$ cat src/rtl/gpu_mem_port_arbiter.sv
// Round-robin arbiter that funnels NUM_PORTS queued requesters onto a single
// memory port carrying one outstanding transaction at a time.

module gpu_mem_port_fifo #(
    parameter int W     = 8,
    parameter int DEPTH = 4
) (
    input  logic                     clk,
    input  logic                     rst_n,
    input  logic                     push,
    input  logic                     pop,
    input  logic [W-1:0]             din,
    output logic [W-1:0]             dout,
    output logic [$clog2(DEPTH):0]   count
);
    localparam int AW = $clog2(DEPTH);

    logic [DEPTH-1:0][W-1:0] store;
    logic [AW-1:0]           wr_ptr, rd_ptr;

    // Power-of-two depth lets the pointers wrap on their own.
    always_ff @(posedge clk or negedge rst_n) begin
        if (!rst_n) begin
            wr_ptr <= '0;
            rd_ptr <= '0;
            count  <= '0;
        end else begin
            if (push) wr_ptr <= wr_ptr + 1'b1;
            if (pop)  rd_ptr <= rd_ptr + 1'b1;
            count <= count + {{AW{1'b0}}, push} - {{AW{1'b0}}, pop};
        end
    end

    always_ff @(posedge clk) begin
        if (push) store[wr_ptr] <= din;
    end

    assign dout = store[rd_ptr];
endmodule

module gpu_mem_port_arbiter #(
    parameter int NUM_PORTS = 4,
    parameter int DATA_W    = 128,
    parameter int ADDR_W    = 40,
    parameter int QDEPTH    = 4
) (
    input  logic                          clk,
    input  logic                          rst_n,
    input  logic [NUM_PORTS-1:0]          req_valid,
    output logic [NUM_PORTS-1:0]          req_ready,
    input  logic [NUM_PORTS-1:0]          req_we,
    input  logic [NUM_PORTS*ADDR_W-1:0]   req_addr,
    input  logic [NUM_PORTS*DATA_W-1:0]   req_wdata,
    output logic [NUM_PORTS-1:0]          rsp_valid,
    output logic [DATA_W-1:0]             rsp_data,
    output logic                          mem_req,
    output logic                          mem_we,
    output logic [ADDR_W-1:0]             mem_addr,
    output logic [DATA_W-1:0]             mem_wdata,
    input  logic [DATA_W-1:0]             mem_rdata,
    input  logic                          mem_ack,
    output logic [31:0]                   read_count,
    output logic [31:0]                   write_count,
    output logic [31:0]                   stall_cycles
);
    localparam int PW = (NUM_PORTS > 1) ? $clog2(NUM_PORTS) : 1;
    localparam int CW = $clog2(QDEPTH) + 1;

    typedef struct packed {
        logic              we;
        logic [ADDR_W-1:0] addr;
        logic [DATA_W-1:0] wdata;
    } entry_t;

    typedef enum logic {IDLE, BUSY} state_t;

    state_t                          state;
    entry_t [NUM_PORTS-1:0]          push_ent, head;
    logic   [NUM_PORTS-1:0][CW-1:0]  occ;
    logic   [NUM_PORTS-1:0]          push, pop, nonempty;
    logic   [PW-1:0]                 last_grant, sel, cand;
    logic                            found, grant_now;
    int                              idx;

    assign grant_now = (state == IDLE) && found;

    for (genvar p = 0; p < NUM_PORTS; p++) begin : g_port
        assign push_ent[p] = '{we:    req_we[p],
                               addr:  req_addr[p*ADDR_W +: ADDR_W],
                               wdata: req_wdata[p*DATA_W +: DATA_W]};
        assign req_ready[p] = occ[p] < CW'(QDEPTH);
        assign nonempty[p]  = occ[p] != '0;
        assign push[p]      = req_valid[p] & req_ready[p];
        assign pop[p]       = grant_now && (sel == PW'(p));

        gpu_mem_port_fifo #(.W($bits(entry_t)), .DEPTH(QDEPTH)) u_fifo (
            .clk   (clk),
            .rst_n (rst_n),
            .push  (push[p]),
            .pop   (pop[p]),
            .din   (push_ent[p]),
            .dout  (head[p]),
            .count (occ[p])
        );
    end

    // Search upward from the port after the last winner, wrapping once.
    always_comb begin
        found = 1'b0;
        sel   = '0;
        cand  = '0;
        idx   = 0;
        for (int i = 1; i <= NUM_PORTS; i++) begin
            idx = int'(last_grant) + i;
            if (idx >= NUM_PORTS) idx = idx - NUM_PORTS;
            cand = PW'(idx);
            if (!found && nonempty[cand]) begin
                found = 1'b1;
                sel   = cand;
            end
        end
    end

    always_ff @(posedge clk or negedge rst_n) begin
        if (!rst_n) begin
            state        <= IDLE;
            mem_req      <= 1'b0;
            mem_we       <= 1'b0;
            mem_addr     <= '0;
            mem_wdata    <= '0;
            rsp_valid    <= '0;
            rsp_data     <= '0;
            read_count   <= '0;
            write_count  <= '0;
            stall_cycles <= '0;
            last_grant   <= PW'(NUM_PORTS - 1);
        end else begin
            rsp_valid <= '0;
            case (state)
                IDLE: begin
                    if (found) begin
                        mem_req    <= 1'b1;
                        mem_we     <= head[sel].we;
                        mem_addr   <= head[sel].addr;
                        mem_wdata  <= head[sel].wdata;
                        last_grant <= sel;
                        state      <= BUSY;
                    end
                end
                BUSY: begin
                    if (mem_ack) begin
                        mem_req   <= 1'b0;
                        rsp_valid <= {{(NUM_PORTS-1){1'b0}}, 1'b1} << last_grant;
                        rsp_data  <= mem_we ? '0 : mem_rdata;
                        if (mem_we) write_count <= write_count + 32'd1;
                        else        read_count  <= read_count + 32'd1;
                        state     <= IDLE;
                    end else begin
                        stall_cycles <= stall_cycles + 32'd1;
                    end
                end
                default: state <= IDLE;
            endcase
        end
    end
endmodule
$ cat config.mk
export PLATFORM = sky130hd
export DESIGN_NAME = gpu_mem_port_arbiter
export DESIGN_NICKNAME = d
export VERILOG_FILES = /design/src/rtl/gpu_mem_port_arbiter.sv
export SDC_FILE = /design/constraint.sdc
export NUM_CORES = 2
export LEC_CHECK = 0
export BUFFER_PORTS_ARGS = -buffer_cell sky130_fd_sc_hd__buf_2
export CAP_MARGIN = 20
export CORE_AREA = 4 4 490 492
export CTS_CLUSTER_DIAMETER = 80
export DETAILED_ROUTE_END_ITERATION = 10
export DIE_AREA = 0 0 494 496
export PLACE_DENSITY = 0.73
export SYNTH_ARGS = -nofsm -noshare
export SYNTH_HDL_FRONTEND = slang
export SYNTH_SLANG_ARGS = --single-unit
$ cat constraint.sdc
create_clock -name clk -period 7.32 [get_ports clk]
set_input_delay 0.732 -clock clk [delete_from_list [all_inputs] [get_ports clk]]
set_output_delay 0.732 -clock clk [all_outputs]
set_load 0.1 [all_outputs]
Word level (Yosys, flattened, before mapping):

Index checks and enable logic that the tools add are counted.

* add/subtract/negate cells: 27
* order comparisons: 25
* eq/ne operators: 5
* shift-type cells: 1
* muxes and demuxes: 51
* bitwise operators: 7
* reductions and logical operators: 26

Operators by type and width (number)
* $bwmux 676: 4
* $bmux 169 s2: 5
* $mux 169: 9
* $demux 169 s2: 4
* $mux 128: 1
* $add 32x1->32 const B: 3
* $lt 2x3->1 const B: 13
* $add 2x1->2 const B: 8
* $mux 2: 8
* $add 3x1->3: 4
* $logic_and 1x1->1: 12
* $lt 3x3->1 const B: 4
* $mux 1: 12
* $reduce_bool 3->1: 4
* $sub 3x1->3: 4
* $ge 3x3->1 const B: 3
* $bmux 1 s2: 4
* $ge 2x1->1 const B: 4
* $mux 4: 2
* $reduce_and 2->1: 4
* $sub 2x1->2 const B: 4
* $add 2x2->3 const B: 2
* $reduce_and 3->1: 2
* $add 2x3->4 const B: 1
* other kinds (11): 21

* flip-flop bits (word level): 3133
* input port bits: 811
* output and inout port bits: 402
* logic and storage cells: 181

Longest topological paths before layout:

* depth in word-level cells: 18
* mapped depth: 17
* gate-level depth less buffers: 14

Modules after synthesis:

Synthesis repeated with hierarchy kept, for this count alone.

* cell total of the unflattened synthesis: 6427
* area total of the unflattened synthesis: 123509.7 sq um

By module, submodules not included
* gpu_mem_port_fifo at g_port[0].u_fifo ...: times used 3, cells each 915, area each 24733.7 sq um, seq. area each 20474.6 sq um
* gpu_mem_port_fifo at g_port[3].u_fifo: times used 1, cells each 915, area each 24730.0 sq um, seq. area each 20474.6 sq um
* gpu_mem_port_arbiter: times used 1, cells each 2767, area each 24578.6 sq um, seq. area each 10037.1 sq um

Worst setup path after synthesis:

Ideal clock, no wire load.

* path type: input to register
* start: input req_valid[0]
* end: register g_port[0].u_fifo.store[0] in the netlist's numbering, enable pin
* setup time: 0.549 ns
* data arrival time: 4.966 ns
* required time: 6.771 ns
* path slack: 1.805 ns
* stages on the path: 3
* path buffers: 1
* cells stage by stage: nor2b_1 clkbuf_1 and2_1

* cells in the longest elaborated chain, start to end: 1

RTL lines
* start: declaration: RTL line 49 `input logic [NUM_PORTS-1:0] req_valid,`
* $and 1x1->1: RTL line 93 `assign push[p] = req_valid[p] & req_ready[p];`
* end signal: indexed assignment: RTL line 35 `if (push) store[wr_ptr] <= din;`
* end: declaration: RTL line 18 `logic [DEPTH-1:0][W-1:0] store;`

Every way passes these cells.
A chain may end at the register's enable or synchronous reset.

Worst setup path after layout:

* start: register last_grant[1]
* end: register mem_wdata[15]

* cells in the longest elaborated chain, start to end: 17
* elaborated cells on any way between the ends: 41
* those cells by class: add/sub (8); order compare (4); mux (22); reduce/logical (7)

RTL lines
* start: declaration: RTL line 81 `logic [PW-1:0] last_grant, sel, cand;`
* start signal: assignment: RTL line 136 `last_grant <= PW'(NUM_PORTS - 1);`
* start signal: assignment: RTL line 146 `last_grant <= sel;`
* $add 2x1->3: RTL line 114 `idx = int'(last_grant) + i;`
* $ge 3x3->1 / $sub 2x1->2 (equally long branches): RTL line 115 `if (idx >= NUM_PORTS) idx = idx - NUM_PORTS;`
* $mux 2: RTL line 115
* $bmux 1 s2: RTL line 117 `if (!found && nonempty[cand]) begin`
* $mux 1 (implied by the code): RTL line 117
* $mux 1: RTL line 117
* $logic_not 1->1: RTL line 117
* $logic_and 1x1->1: RTL line 117
* $mux 1: RTL line 117
* $logic_not 1->1: RTL line 117
* $logic_and 1x1->1: RTL line 117
* $mux 1: RTL line 117
* $logic_not 1->1: RTL line 117
* $logic_and 1x1->1: RTL line 117
* $mux 2: RTL line 117
* $bmux 169 s2: RTL line 145 `mem_wdata <= head[sel].wdata;`
* $mux 169 (implied by the code): RTL line 145
* end signal: assignment: RTL line 145
* end: declaration: RTL line 59 `output logic [DATA_W-1:0] mem_wdata,`

Several ways; a longest one is shown, not always the timed one. The select of a mux whose other input is x is not followed.

==> flow_metrics.py <==
metrics = {
    "drt": {
        "vias": 74400,
        "ant_nets": 0,
        "wirelength_mm": 385,
        "viasPerCell": 6.15,
        "first_pass_iters": 5,
        "drc_errors": 0,
        "wl_per_cell_um": 31.8,
        "drt-initial-drc-count": 9715,
    },
    "cells_and_area": {
        "nNetsFinal": 9364,
        "final_cell_mix": "edfxtp_1, buf_2, dlygate4sd3_1",
        "drive_gt1_frac": 0.297,
        "area_delta_synth_final_pct": 23.0,
        "final_common_cell": "edfxtp_1",
        "utilization": 0.638,
    },
    "setup_path": {
        "arrival_ps": 5550,
        "worst_ep_required_time_ps": 8130,
        "worstPathCellList": "inv_1 -> ha_1 -> a31oi_1 -> a211o_4 -> nand3_4 -> buf_12 -> and3_1 -> o31ai_1",
        "slowest_stage": "nand3_4",
        "crit_path_start_kind": "register",
        "r2r_start": "last_grant[1]$_DFFE_PN1P_",
        "r2r_cells": 8,
        "crit_type": "register to register",
        "path_max_fanout": 188,
        "cp_slowest_stage_delay_ps": 860,
        "critPathCaptureType": "register",
        "worstSetupStartpoint": "last_grant[1]$_DFFE_PN1P_",
    },
    "sta": {
        "tightest_slew_ps": 1340,
        "rsz0062_at_grt": "no",
        "tns_ps": 0,
        "max-slew-margin-rel": 0.107,
        "fin_crit_sh": 0.647,
        "clock.fmax_mhz": 211,
        "fin_skew_ps": 104,
        "fin_crit_ps": 4740,
        "hold_viol_final": 0,
        "timing.final.max_slew_violations": 0,
        "finalSetupViolCount": 0,
    },
    "logic_synthesis": {
        "syn_area_per_cell_um2": 18.6,
        "muxShareOfSynthArea": 0.125,
        "yosys.area_share.xor_xnor": 0.00811,
        "synth_edf_count": 2704,
        "syn_nets": 7399,
        "syn_inst": 6553,
        "synthesis.area_um2": 122000,
        "synth-adder-area-share": 0.00383,
        "ys_ff_latch": 3133,
        "async_flop_share": 0.137,
        "synth_top_family_by_area": "multiplexers",
        "ys.flop_type": "edfxtp_1",
        "synth_compound_area_frac": 0.0398,
        "netlist-cell-type-count": 54,
        "yosys_warnings": 0,
        "yosysSeqAreaShare": 0.753,
        "yosys.area_share.simple": 0.0548,
    },
    "clock_network": {
        "clockBufferDepth": 4,
        "cts_buffers": 334,
        "h-tree-depth": 5,
        "cts_sinks": 3133,
        "cts.repair.resized": 0,
        "cts_tree": "built",
        "postCtsSetupRepairBufs": 0,
        "clock_latency_ps": 980,
        "cts_root_buffer": "clkbuf_16",
        "cts.clk_slew.worst_paths_ps": 60,
    },
    "hold_path": {
        "min_from": "mem_rdata[22]",
        "hold_depth": 3,
        "hp-class": "primary input to register",
    },
    "global_route": {
        "grt_max_degree": 189,
        "grt_usage": 0.309,
        "antenna_found_initial": 182,
        "grt-ovfl-total": 0,
        "first_global_vias": 74400,
        "grt_first_pass_wirelength_mm": 543,
    },
    "die": {
        "die_w_um": 494,
        "initial_core_util": 0.519,
        "dieArea_um2": 245000,
        "die_h_um": 496,
        "rows": 178,
        "io_pins": 1213,
        "coreArea_um2": 235000,
    },
    "placed_design": {
        "place_hpwl_mm": 234,
        "numPortBuffers": 1212,
        "finalWeightedCongestion": 0.904,
    },
    "power": {
        "vdd_ir_drop_max_mv": 0.907,
        "p_per_area_nw_per_um2": 430,
        "leakage_uw": 0.0534,
    },
    "job": {
        "drv_cap": 0,
    },
    "outcome": {
        "status": "finished, final reports clean",
    },
}
## critical path: cells and delay by family, from the launching register on
family / cells / cell delay (ps)
compound gates: 3 / 970
fa+ha+maj: 1 / 410
buf+inv: 2 / 730
flops: 1 / 710
simple gates: 2 / 1300
## final cells by class
| class | count | area (um2) |
|---|---|---|
| sequential | 3133 | 92000 |
| fill | 15900 | 85100 |
| multi-input combinational | 2971 | 28400 |
| timing repair buffer | 2042 | 14600 |
| clock buffer | 443 | 9130 |
| tap | 3150 | 3940 |
| clock inverter | 148 | 1520 |
| antenna | 172 | 430 |
| inverter | 36 | 135 |
## cell usage after synthesis (2+ instances only)
cell type / instances / area (um2)
edfxtp_1: 2704 / 81200
mux4_2: 676 / 15200
nor2_1: 527 / 1980
nand2_1: 513 / 1930
dfrtp_1: 427 / 10700
clkbuf_1: 326 / 1220
and3_1: 192 / 1200
a31oi_1: 170 / 1060
o31ai_1: 169 / 1270
o21ai_0: 135 / 676
nand2b_1: 129 / 807
o211ai_2: 90 / 1130
xnor2_1: 87 / 762
o211ai_1: 81 / 608
buf_2: 54 / 270
nand3_1: 41 / 205
inv_1: 36 / 135
ha_1: 31 / 388
xor2_1: 26 / 228
buf_1: 20 / 75.1
nand4_1: 20 / 125
and2_1: 18 / 113
nor3_1: 12 / 60.1
buf_6: 10 / 113
and4_1: 8 / 70.1
nor2b_1: 7 / 43.8
fa_1: 4 / 80.1
a21oi_1: 3 / 15.0
buf_4: 3 / 22.5
mux2_2: 3 / 33.8
nor3_2: 3 / 30.0
nor4_1: 3 / 18.8
or3_1: 3 / 18.8
dfstp_2: 2 / 52.6
## per-layer routing
metal  vias to the layer above  share of wire  track usage  wire (um)
met5                         -        0.00074            0        286
met3                       981           0.11       0.0780      40700
met2                      5013           0.49        0.504     188000
met1                     38200           0.35        0.391     135000
met4                        46          0.056        0.151      21400
li1                      30100              -            -          -
## where the power goes
part           leakage [uW]  switching, uW  internal (uW)
logic                0.0182          16400           7300
registers            0.0300           1610          22700
clock network       0.00519           6860           9690
total                0.0534          24800          39700
## registers in the layout (all words and copies together) (netlist names), 8 cells and up
register / count
mem_wdata: 128
mem_addr: 40
g_port.u_fifo.count: 12
g_port.u_fifo.rd_ptr: 8
stall_cycles: 32
write_count: 32
g_port.u_fifo.wr_ptr: 8
g_port.u_fifo.store: 2704
read_count: 32
rsp_data: 128
## cell families after synthesis
group	count (synthesis)
buffers and inverters	449
and+or+nand+nor	1485
muxes	679
DFF	3133
AOI/OAI and AO/OA	659
xor gates and xnor gates	113
adders and majority gates	35
## what timing repair did
| item | 4_1_cts | 5_1_grt |
|---|---|---|
| endpoints found under the hold margin | 2751 | 0 |
| endpoints found under the setup margin | 0 | 0 |
| hold buffers | 730 | 0 |
## final timing paths
| path | endpoint | slack (ps) |
|---|---|---|
| max | mem_wdata[15]$_DFFE_PN0P_ | 2580 |
| min | rsp_data[22]$_DFFE_PN0P_ | 90 |
| max reg2reg | mem_wdata[15]$_DFFE_PN0P_ | 2580 |
| min reg2reg | stall_cycles[31]$_DFFE_PN0P_ | 470 |
| max in group asynchronous | mem_wdata[100]$_DFFE_PN0P_ | 5420 |
| min in group asynchronous | write_count[14]$_DFFE_PN0P_ | 340 |
## through the flow
stage	cells	total power [uW]	hold WS [ps]	setup WS (ps)	instance area, um2
6_report	12100	64500	85.7	2580	150000
5_1_grt	12000	66700	31.4	2310	150000
4_1_cts	11900	64600	1.02	2510	150000
3_5_place_dp	10600	47700	465	2490	132000
3_3_place_gp	10600	47300	456	2600	132000
2_1_floorplan	6553	41000	436	1800	122000
Note: power is estimated with default switching activity, not from simulation.
